## src/rtl/lcd_stream_ctrl.sv

```systemverilog
// lcd_stream_ctrl
//   HD44780 character-LCD driver. After reset it waits out the panel power-up
//   time, sends the fixed initialisation list, then drains a small FIFO of
//   {rs, byte} writes to the panel. It supports either an 8-bit panel bus or a
//   4-bit bus on lcd_d[7:4] (two nibble strobes per byte).
//
// Ports
//   clk, rst_n           clock, asynchronous active-low reset
//   wr_valid/wr_rs/      producer write: rs (0 = command, 1 = data) and byte;
//   wr_data/wr_ready     accepted on a clock edge where wr_valid & wr_ready
//   fifo_level           number of queued writes (0..FIFO_DEPTH)
//   init_done            initialisation list finished (sticky until reset)
//   busy                 anything outstanding: init, queued writes, transfer
//   lcd_en/lcd_rs/       panel E strobe, register select, R/W (always write)
//   lcd_rw/lcd_d         and data bus
module lcd_stream_ctrl #(
   parameter int T_POWERUP  = 750_000,
   parameter int T_INIT     = 205_000,
   parameter int T_EN       = 25,
   parameter int T_CMD      = 2_000,
   parameter int T_CLR      = 82_000,
   parameter int FIFO_DEPTH = 8,
   parameter int BUS_4BIT   = 0,
   parameter int LW         = $clog2(FIFO_DEPTH + 1)
) (
   input  logic          clk,
   input  logic          rst_n,
   input  logic          wr_valid,
   input  logic          wr_rs,
   input  logic [7:0]    wr_data,
   output logic          wr_ready,
   output logic [LW-1:0] fifo_level,
   output logic          init_done,
   output logic          busy,
   output logic          lcd_en,
   output logic          lcd_rs,
   output logic          lcd_rw,
   output logic [7:0]    lcd_d
);

   function automatic int max2(input int a, input int b);
      return (a > b) ? a : b;
   endfunction

   localparam int TMAX  = max2(max2(max2(T_POWERUP, T_INIT), max2(T_EN, T_CMD)), T_CLR);
   localparam int CW    = $clog2(TMAX + 1);
   localparam int PW    = $clog2(FIFO_DEPTH);
   localparam int NINIT = (BUS_4BIT != 0) ? 8 : 7;

   typedef enum logic [2:0] {
      S_PWRUP, S_INIT, S_IDLE, S_SETUP, S_PULSE, S_GAP, S_PULSE2, S_EXEC
   } state_t;

   // Init list. In 4-bit mode the first four entries are single nibble
   // strobes (only the high nibble is sent) that switch the panel to 4-bit.
   function automatic logic [7:0] init_byte(input logic [2:0] idx);
      logic [7:0] b;
      b = 8'h30;
      if (BUS_4BIT != 0) begin
         case (idx)
            3'd3:    b = 8'h20;
            3'd4:    b = 8'h28;
            3'd5:    b = 8'h0C;
            3'd6:    b = 8'h01;
            3'd7:    b = 8'h06;
            default: b = 8'h30;
         endcase
      end else begin
         case (idx)
            3'd3:    b = 8'h38;
            3'd4:    b = 8'h0C;
            3'd5:    b = 8'h01;
            3'd6:    b = 8'h06;
            default: b = 8'h30;
         endcase
      end
      return b;
   endfunction

   state_t          state_q, state_d;
   logic [CW-1:0]   cnt_q, cnt_d, lim;
   logic            cnt_done;
   logic [2:0]      idx_q;
   logic            init_done_q;
   logic            rs_q, nib_lo_q;
   logic [7:0]      byte_q;
   logic            pop, push, load_init, init_adv, init_fin, to_gap, nib_only;

   logic [8:0]      fifo_mem [FIFO_DEPTH];
   logic [PW-1:0]   wr_ptr_q, rd_ptr_q;
   logic [LW-1:0]   count_q;
   logic            fifo_empty;
   logic [8:0]      head;

   assign fifo_empty = (count_q == '0);
   assign wr_ready   = (count_q != LW'(FIFO_DEPTH));
   assign push       = wr_valid & wr_ready;
   assign head       = fifo_mem[rd_ptr_q];
   assign fifo_level = count_q;
   assign init_done  = init_done_q;

   // Nibble-only strobes: the 4-bit wake-up entries of the init list.
   assign nib_only = (BUS_4BIT != 0) && !init_done_q && (idx_q < 3'd4);

   // Terminal count of the current state; zero-length states finish at once.
   always_comb begin
      lim = '0;
      case (state_q)
         S_PWRUP:                  lim = CW'(T_POWERUP - 1);
         S_PULSE, S_GAP, S_PULSE2: lim = CW'(T_EN - 1);
         S_EXEC: begin
            if (!init_done_q && idx_q == 3'd0)
               lim = CW'(T_INIT - 1);
            else if (!rs_q && byte_q[7:2] == 6'd0)
               lim = CW'(T_CLR - 1);    // clear / home take the long wait
            else
               lim = CW'(T_CMD - 1);
         end
         default:                  lim = '0;
      endcase
   end

   assign cnt_done = (cnt_q == lim);
   assign cnt_d    = cnt_done ? '0 : cnt_q + 1'b1;

   // State register
   always_ff @(posedge clk or negedge rst_n) begin
      if (!rst_n) state_q <= S_PWRUP;
      else        state_q <= state_d;
   end

   // Next-state logic
   always_comb begin
      state_d   = state_q;
      pop       = 1'b0;
      load_init = 1'b0;
      init_adv  = 1'b0;
      init_fin  = 1'b0;
      to_gap    = 1'b0;
      case (state_q)
         S_PWRUP:  if (cnt_done) state_d = S_INIT;
         S_INIT: begin
            load_init = 1'b1;
            state_d   = S_SETUP;
         end
         S_IDLE: begin
            if (init_done_q && !fifo_empty) begin
               pop     = 1'b1;
               state_d = S_SETUP;
            end
         end
         S_SETUP:  state_d = S_PULSE;
         S_PULSE: begin
            if (cnt_done) begin
               if (BUS_4BIT != 0 && !nib_only) begin
                  to_gap  = 1'b1;
                  state_d = S_GAP;
               end else begin
                  state_d = S_EXEC;
               end
            end
         end
         S_GAP:    if (cnt_done) state_d = S_PULSE2;
         S_PULSE2: if (cnt_done) state_d = S_EXEC;
         S_EXEC: begin
            if (cnt_done) begin
               if (!init_done_q) begin
                  if (idx_q == 3'(NINIT - 1)) begin
                     init_fin = 1'b1;
                     state_d  = S_IDLE;
                  end else begin
                     init_adv = 1'b1;
                     state_d  = S_INIT;
                  end
               end else if (!fifo_empty) begin
                  // chain straight into the next transfer
                  pop     = 1'b1;
                  state_d = S_SETUP;
               end else begin
                  state_d = S_IDLE;
               end
            end
         end
         default:  state_d = S_PWRUP;
      endcase
   end

   // Outputs
   always_comb begin
      lcd_en = (state_q == S_PULSE) || (state_q == S_PULSE2);
      lcd_rs = rs_q;
      lcd_rw = 1'b0;
      lcd_d  = (BUS_4BIT != 0) ? {(nib_lo_q ? byte_q[3:0] : byte_q[7:4]), 4'b0000} : byte_q;
      busy   = !((state_q == S_IDLE) && init_done_q && fifo_empty);
   end

   // Datapath and FIFO control
   always_ff @(posedge clk or negedge rst_n) begin
      if (!rst_n) begin
         cnt_q       <= '0;
         idx_q       <= '0;
         init_done_q <= 1'b0;
         rs_q        <= 1'b0;
         byte_q      <= '0;
         nib_lo_q    <= 1'b0;
         wr_ptr_q    <= '0;
         rd_ptr_q    <= '0;
         count_q     <= '0;
      end else begin
         cnt_q <= cnt_d;
         if (load_init) begin
            rs_q     <= 1'b0;
            byte_q   <= init_byte(idx_q);
            nib_lo_q <= 1'b0;
         end else if (pop) begin
            rs_q     <= head[8];
            byte_q   <= head[7:0];
            nib_lo_q <= 1'b0;
         end else if (to_gap) begin
            nib_lo_q <= 1'b1;     // low nibble goes out on the second strobe
         end
         if (init_adv) idx_q <= idx_q + 3'd1;
         if (init_fin) init_done_q <= 1'b1;
         if (push) wr_ptr_q <= wr_ptr_q + 1'b1;
         if (pop)  rd_ptr_q <= rd_ptr_q + 1'b1;
         count_q <= count_q + LW'(push) - LW'(pop);
      end
   end

   // Queue storage; no reset needed, contents are qualified by count_q.
   always_ff @(posedge clk) begin
      if (push) fifo_mem[wr_ptr_q] <= {wr_rs, wr_data};
   end

endmodule

```

## config.mk

```make
export PLATFORM = sky130hd
export DESIGN_NAME = lcd_stream_ctrl
export DESIGN_NICKNAME = d
export VERILOG_FILES = /design/src/rtl/lcd_stream_ctrl.sv
export SDC_FILE = /design/constraint.sdc
export NUM_CORES = 1
export LEC_CHECK = 0
export CAP_MARGIN = 40
export CORE_AREA = 8 8 102 104
export DETAILED_ROUTE_END_ITERATION = 8
export DIE_AREA = 0 0 110 112
export HOLD_SLACK_MARGIN = 0.15
export PLACE_DENSITY_LB_ADDON = 0.08
export SETUP_SLACK_MARGIN = 0.05
export SYNTH_ARGS = -nofsm -noshare
export SYNTH_HDL_FRONTEND = slang
export SYNTH_SLANG_ARGS = --single-unit
```

## constraint.sdc

```tcl
create_clock -name clk -period 7.6 [get_ports clk]
set_input_delay 1.14 -clock clk [delete_from_list [all_inputs] [get_ports clk]]
set_output_delay 1.14 -clock clk [all_outputs]
set_load 0.005 [all_outputs]
```

==> run metrics <==
largest net degree at the start of global routing=25; HPWL Detailed=7630 um; fmax=around 270 MHz; most common cell in the netlist=edfxtp_1; power density cells=280 nW/um^2; flip-flop and latch count after synthesis=around 120; first-pass GRT wire length=18000 um; vias in the first global route=roughly 3300; DRT iter0 DRCs=201; reg2reg setup slack=approximately 3.9 ns; synthesized net count=around 430; Tightest Hold Check Type=register to register; CP arrival=about 4.1 ns; Initial Util=about 62%; part of the cycle the worst path needs=between 40% and 50%; fin. max-slew vios=0; CP Cell Sequence=inv_1 > ha_1 > nor3b_2 > nor4_1 > or3_1 > a211oi_2 > a41o_1 > and2_4 > ha_1 > inv_1 > ha_1 > inv_1 > fa_1 > xnor2_1; Final Hold Fails=0; top-area cell type share of the netlist area=between 30% and 40%; critical path class=register to register; # resized after CTS=0; initial antenna violation count=0; Synth Flop Type=edfxtp_1; postcts setup bufs=0; Rows=35; DR vias=between 3000 and 4000; WL final=~11000 um; H-tree depth=4; CTS Sinks=118; Cell variety after synth=just under 60; CTS tree=done; number of primary I/O pins=30; setup TNS=0 ns; GR Util All Layers=about a fifth; area leader, netlist=edfxtp_1; Rel. slew slack=between 40 and 50%; fin cells=approximately 560; Async SR Flop Fraction=approximately 39%; GP Congestion=between 0.8 and 0.9; GRT Residual Overflow=0; Die Height=roughly 110 um; register area share after synthesis=60.4%; core area=8890 um^2; DIE WIDTH=approximately 110 um; Worst Skew=~0.013 ns; CTS max path bufs=2; most frequent cells after synthesis=edfxtp_1 (72), dfrtp_1 (46), nor2_1 (31), nand2_1 (20), mux4_2 (18); measured slew at the worst slew-check pin=~0.9 ns; Worst-path clk slew=approximately 0.06 ns; post-synthesis average cell area=between 10 and 15 um^2; CP max stage cell=a41o_1; cts hold-fix bufs=0; slowest stage delay, CP=a little over 0.4 ns; final setup violation count=0; Crit Path Max Fanout=10; CP startpoint kind=register; number of synthesized flops with an enable pin=between 70 and 80; Synth area leaders=edfxtp_1 (39%), dfrtp_1 (21%), mux4_2 (7.4%); drt first pass iters=4; root buffer cell=clkbuf_8; CP Buf/Inv Count=3; YS warnings=0; Routed WL per cell=between 15 and 20 um; leakage power=~2.4 nW; CTS Buf Count=17; count of input and output buffers=28; crit path capture type=register; DR vias/cell=5.93; Core Util, Final=between 70% and 80%; Crit path max-delay family=simple AND/OR/NAND/NOR gates; unrepaired setup endpoints after global routing=false; DRC viols=0; Layout area overhead=18.5%; Post-Place Cells=~530; status=finished clean; Worst-Skew Late Latency=roughly 0.51 ns; crit path time final=around 3.7 ns; Die ar.=about 12000 um^2; final net count=between 400 and 500; max_cap viols=0; share of layout cells above drive strength 1=around 17%; maximum VDD drop=between 0.0002 and 0.00025 V; worst path required time=~8 ns; ant diodes=0; Post-Syn Area=between 5000 and 6000 um^2; post-synthesis cell count=~400; Final ANT Viol Nets=0
## layout make-up
class	count	area [um^2]
inverter	14	52.6
clock inverter	14	176
clock buffer	18	418
timing repair buffer	38	378
sequential	118	3310
multi-input combinational	248	2020
tap	111	139
fill	583	2390
## layout by cell type (no fill, tap or decap), drive strengths merged, types with 6 or more instances in the layout
cell / count
mux4: 18
mux2i: 12
nor3: 9
xnor2: 10
and2: 6
buf: 11
a211oi: 9
nand3: 14
nor2: 31
dfrtp: 46
and3: 8
o21ai: 10
nand2: 20
clkbuf: 18
clkdlybuf4s50: 27
inv: 17
xor2: 15
edfxtp: 72
a21oi: 17
ha: 14
## cell families after synthesis
kind of cell	count (synthesis)	share of synthesized area (%)
XOR/XNOR	25	3.99
buffers and inverters	32	2.92
other	1	0.0684
AO/OA/AOI/OAI	60	7.94
flip-flops	118	60.4
AND/OR/NAND/NOR	114	10.8
multiplexers	33	10.3
adder cells (fa/ha/maj)	15	3.56
## flip-flops by register name (all words and copies together) (netlist names)
signal and cells:
fifo_mem 72, cnt_q 20, lcd_d 8, fifo_level 4, idx_q 3, rd_ptr_q 3, state_q 3, wr_ptr_q 3
init_done 1, lcd_rs 1
## worst paths after layout
kind                           start            end  cells after the start
max                         idx_q[0]  fifo_level[2]                     14
min                        cnt_q[18]      cnt_q[18]                      1
max reg2reg                 idx_q[0]  fifo_level[2]                     14
min reg2reg                cnt_q[18]      cnt_q[18]                      1
max in group asynchronous      rst_n       lcd_d[2]                      2
min in group asynchronous      rst_n       cnt_q[2]                      1
## per-layer routing
layer / up-vias / GRT usage, % / wire length [um]
met3: 13 / 5.14 / 376
met4: 0 / 6.67 / 136
met1: 1668 / 23.9 / 4690
met2: 76 / 32.3 / 5800
li1: 1570 / - / -
met5: - / 0 / 0
## power by group
part           internal (mW)  total, mW  switching (mW)
clock                  0.502      0.800           0.297
combinational          0.101      0.219           0.118
sequential             0.764      0.799          0.0348
## stage by stage
stage          power (mW)  setup WS [ns]  hold slack [ns]  instance area (um^2)
6_report             1.82           3.88            0.491                  6490
5_1_grt              1.89           3.58            0.509                  6490
3_3_place_gp         1.00           4.03            0.482                  5810
4_1_cts              1.84           3.85            0.495                  6490
2_1_floorplan       0.921           4.26            0.447                  5480
3_5_place_dp         1.03           3.87            0.482                  5900
No activity file was read; power rests on OpenSTA's default activity.
==> variant 1 (same settings) <==
Put one more register stage on the output `fifo_level`, with the module's reset. The value now appears one clock later. The other outputs are not delayed to match.
--- a/src/rtl/lcd_stream_ctrl.sv
+++ b/src/rtl/lcd_stream_ctrl.sv
@@ -97,5 +97,11 @@
    assign push       = wr_valid & wr_ready;
    assign head       = fifo_mem[rd_ptr_q];
-   assign fifo_level = count_q;
+   always_ff @(posedge clk or negedge rst_n) begin
+      if (!rst_n) begin
+         fifo_level <= '0;
+      end else begin
+         fifo_level <= count_q;
+      end
+   end
    assign init_done  = init_done_q;
 
Function: changed (Yosys sat finds a counterexample within 4 cycles, from zero or initial values and one cycle with rst_n low).
==> variant 1 against the unedited design <==
  * Final area increased by 3.2%
  * Wire length increased by 9.7%
  * Power increased by 0.13%
  * Sequential cell count increased by 4
  * Synthesized area increased by 4.1%
  * Highest routed layer unchanged
  * First-iteration DRC count decreased by 3.0%
  * Sequential share of layout area decreased by 0.078 points
  * Setup slack improved by 9.4 ps
  * Final cell count increased by 4.3%
==> variant 1: results (changes against the unedited design) <==
Post-Place Cells 553 (+4.5%); multi-input combinational area share 31.9% (+0.80 points); post-synthesis sequential area ratio 59.8% (-0.61 points); non-filler instance count after layout 585 (+4.3%); largest net degree at the start of global routing 32 (+28%); first-pass GRT wire length 19700 µm (+9.6%); Area contributors post-synth edfxtp_1 38%, dfrtp_1 22%, mux4_2 7.1%; synthesis-to-finish area growth 17.5%; status finished clean; Synth cell types 67 (+16%); Seq group 836 µW (+4.6%); seq_cells 122 (+3.4%); dpl ws 3960 ps (+89.7 ps); placed instance area 0.00614 mm² (+4.0%); Pre-Repair DR Iteration Count 5 (+1); Starting DRT DRC Count 195 (-3.0%); Post-Synth XOR/XNOR Area 3.99% (about the same); Nets 488 (+5.2%); Seq pwr share 45.9% (+1.9 points); multiplexer area fraction after synthesis 9.87% (-0.40 points); count of multi-input gates 262 (+5.6%); Post-Synth Adder-Cell Area 3.60% (+0.036 points); layout cells sized above 1 17.1% (+0.20 points); Int Pwr 1340 µW (-1.8%); invs w/o clock 19 (+5); clk cell area share 8.44% (-0.71 points); buffering overhead 5.58% (-0.24 points); vias in the first global route 3798 (+13%); FILL cells 571 (-2.1%); Commonest cells post-synth 72 x edfxtp_1, 50 x dfrtp_1, 41 x nor2_1; biggest cell delay along the critical path 660 ps (+250 ps); slowest CP cell dfrtp_1; Mapped Cells 422 (+6.0%); FF+latch area 0.00341 mm² (+3.0%); Final HPWL DP 7990 µm (+4.8%); Leak 0.00252 µW (+3.8%); clk_skew 8.18 ps (-4.50 ps); Max-slew headroom 44.0% (+3.1 points); CP arrival 2570 ps (-1540 ps); Compound-Gate Fraction of Synth Area 8.01% (+0.063 points); gpl congestion 0.905 (+9.4%); total gr overflow 0 (unchanged); FFs w/ async S/R, synth 41.0% (+2.0 points)
-- variant 1: cell count changes after synthesis, sizes merged, moves of 5 or more --
| cell | unedited run | this run |
|---|---|---|
| nor2 | 31 | 41 |
| nand2 | 20 | 26 |
| xnor2 | 10 | 16 |
| a21oi | 17 | 12 |
| inv | 14 | 19 |
| nand3 | 14 | 9 |
| xor2 | 15 | 10 |
-- variant 1: path summary, 6_finish.rpt --
kind                             from            end  slack [ps]  depth (start not counted)
min in group asynchronous       rst_n     count_q[3]         590                          1
min                        count_q[2]  fifo_level[2]         380                          0
min reg2reg                count_q[2]  fifo_level[2]         380                          0
max in group asynchronous       rst_n      cnt_q[15]        6480                          2
max reg2reg                state_q[0]     count_q[2]        3900                         13
max                        state_q[1]           busy        3890                          4
-- variant 1: layer usage --
metal	track usage [%]	vias up	routed length [µm]
met3	5.14	30	504
met2	36.4	104	6670
met1	23.8	1856	4590
met5	0	-	0
li1	-	1665	-
met4	9.73	0	303
==> variant 2 (config.mk and constraints unchanged) <==
Without the edit above. Change the parameter `BUS_4BIT` from 0 to 1.
--- a/src/rtl/lcd_stream_ctrl.sv
+++ b/src/rtl/lcd_stream_ctrl.sv
@@ -21,5 +21,5 @@
    parameter int T_CLR      = 82_000,
    parameter int FIFO_DEPTH = 8,
-   parameter int BUS_4BIT   = 0,
+   parameter int BUS_4BIT   = 1,
    parameter int LW         = $clog2(FIFO_DEPTH + 1)
 ) (
Behaviour: same outputs for any inputs over 10 cycles, from zero or initial values and one cycle with rst_n low; that may be too few to reach the edited logic, so the function may still have changed.
==> variant 2 against the unedited design <==
  * Critical path depth down 1
  * Largest power group is now sequential cells
  * Wire length up 22%
  * Setup slack worse by 67 ps
  * Synthesized area up 8.9%
  * Final area up 6.2%
  * Power up 0.47%
  * Sequential cell count up 1
  * Largest cell class unchanged
  * Clock power about the same
==> variant 2: results (changes against the unedited design) <==
status finished clean; Hold Path Class flop to flop; Max-slew headroom 38.2% (-2.7 points); clk_skew 11.3 ps (-1.40 ps); port buffer count 24 (-14%); top cell family by delay on the critical path compound AO/OA/AOI/OAI gates; slowest CP cell dfrtp_1; Pre-Repair DR Iteration Count 5 (+1); Diodes inserted 0 (unchanged); H-tree depth 4 (unchanged); clock root buffer clkbuf_8; Nets 518 (+12%); vias per inst 6.36 (+7.3%); layout cells sized above 1 18.3% (+1.4 points); Starting DRT DRC Count 300 (+49%); biggest cell delay along the critical path 900 ps (+490 ps); worst reg-to-reg setup slack 3810 ps (-70 ps); Worst VDD drop 0.272 mV (+33%); Post-Place Cells 582 (+10%); number of synthesized flops with an enable pin 72 (unchanged); first-pass GRT wire length 21800 µm (+21%); synthesis-to-finish area growth 15.6%; most frequently used flop master after synthesis edfxtp_1; WL final 13500 µm (+22%); gpl congestion 0.902 (+9.1%); post-synthesis sequential area ratio 55.9% (-4.5 points); Synth cell types 76 (+31%); post-cts resize count 0 (unchanged); CTS clk-pin slew, worst paths 60 ps (about the same); Final HPWL DP 8520 µm (+12%); worst skew pair latency 530 ps (+20 ps); FFs w/ async S/R, synth 39.5% (+0.51 points); vias in the first global route 4099 (+22%); placed instance area 0.00631 mm² (+7.0%); CP Max Fanout 28 (+18); Area contributors post-synth edfxtp_1 36%, dfrtp_1 20%, mux4_2 6.8%; largest net degree at the start of global routing 36 (+44%); GRT Resource Usage Total 23.6% (+4.1 points); Leak 0.00263 µW (+8.6%); FILL cells 544 (-6.7%); drt wl/cell 21.9 µm (+12%); CP arrival 4200 ps (+90 ps); Syn. warnings 0 (unchanged); drt drc 0 (unchanged); Synth Area per Inst 12.9 µm² (-6.0%); Commonest cells post-synth 72 x edfxtp_1, 47 x dfrtp_1, 39 x nor2_1; cts bufs inserted 17 (unchanged)
[variant 2: changes by cell type in the layout (fill, tap and decap cells not counted), moves of 5 or more]
cell,delta
xor2_1,-7
xnor2_1,+8
nor2_1,+8
inv_1,+5
[variant 2: logic make-up after synthesis]
logic type / count (synthesis) / synth area share (%)
buf+inv: 49 / 3.88
compound gates: 80 / 10.3
mux: 36 / 10.1
fa+ha+maj: 16 / 3.48
xor+xnor: 26 / 3.82
simple gates: 134 / 12.4
flops: 119 / 55.9
other cells: 1 / 0.0628
[variant 2: through the flow]
step	total power (µW)	setup slack (ps)	hold slack, ps
2_1_floorplan	930	4440	459
3_5_place_dp	1030	3940	482
4_1_cts	1830	3880	494
3_3_place_gp	1010	4050	483
5_1_grt	1890	3570	520
6_report	1830	3810	495
[variant 2: metal layers]
metal  GRT usage [%]  vias up  wire [µm]
met5               0        -          0
met4            10.1        0        329
met3            5.14       32        718
met2            39.5      145       7110
met1            28.4     1955       5300
li1                -     1774          -
[variant 2: area by class of cell]
class | count | area share (%)
clock inverters | 14 | 2.41
well taps | 111 | 2.01
inverters | 19 | 1.03
flip-flops and latches | 119 | 48.4
repair buffers | 36 | 4.97
clock buffers | 18 | 6.06
multi-input cells | 297 | 35.1
[variant 2: final timing paths]
| kind | to | cells after the start | from |
|---|---|---|---|
| min | cnt_q[18] | 1 | cnt_q[18] |
| min in group asynchronous | fifo_level[3] | 1 | rst_n |
| max | fifo_level[2] | 13 | state_q[0] |
| min reg2reg | cnt_q[18] | 1 | cnt_q[18] |
| max in group asynchronous | cnt_q[6] | 2 | rst_n |
| max reg2reg | fifo_level[2] | 13 | state_q[0] |
[variant 2: report_power, final]
part	internal [µW]	switching, µW	total, µW
registers	770	39.0	809
clock network	476	324	800
logic	100	118	218
total	1350	480	1830
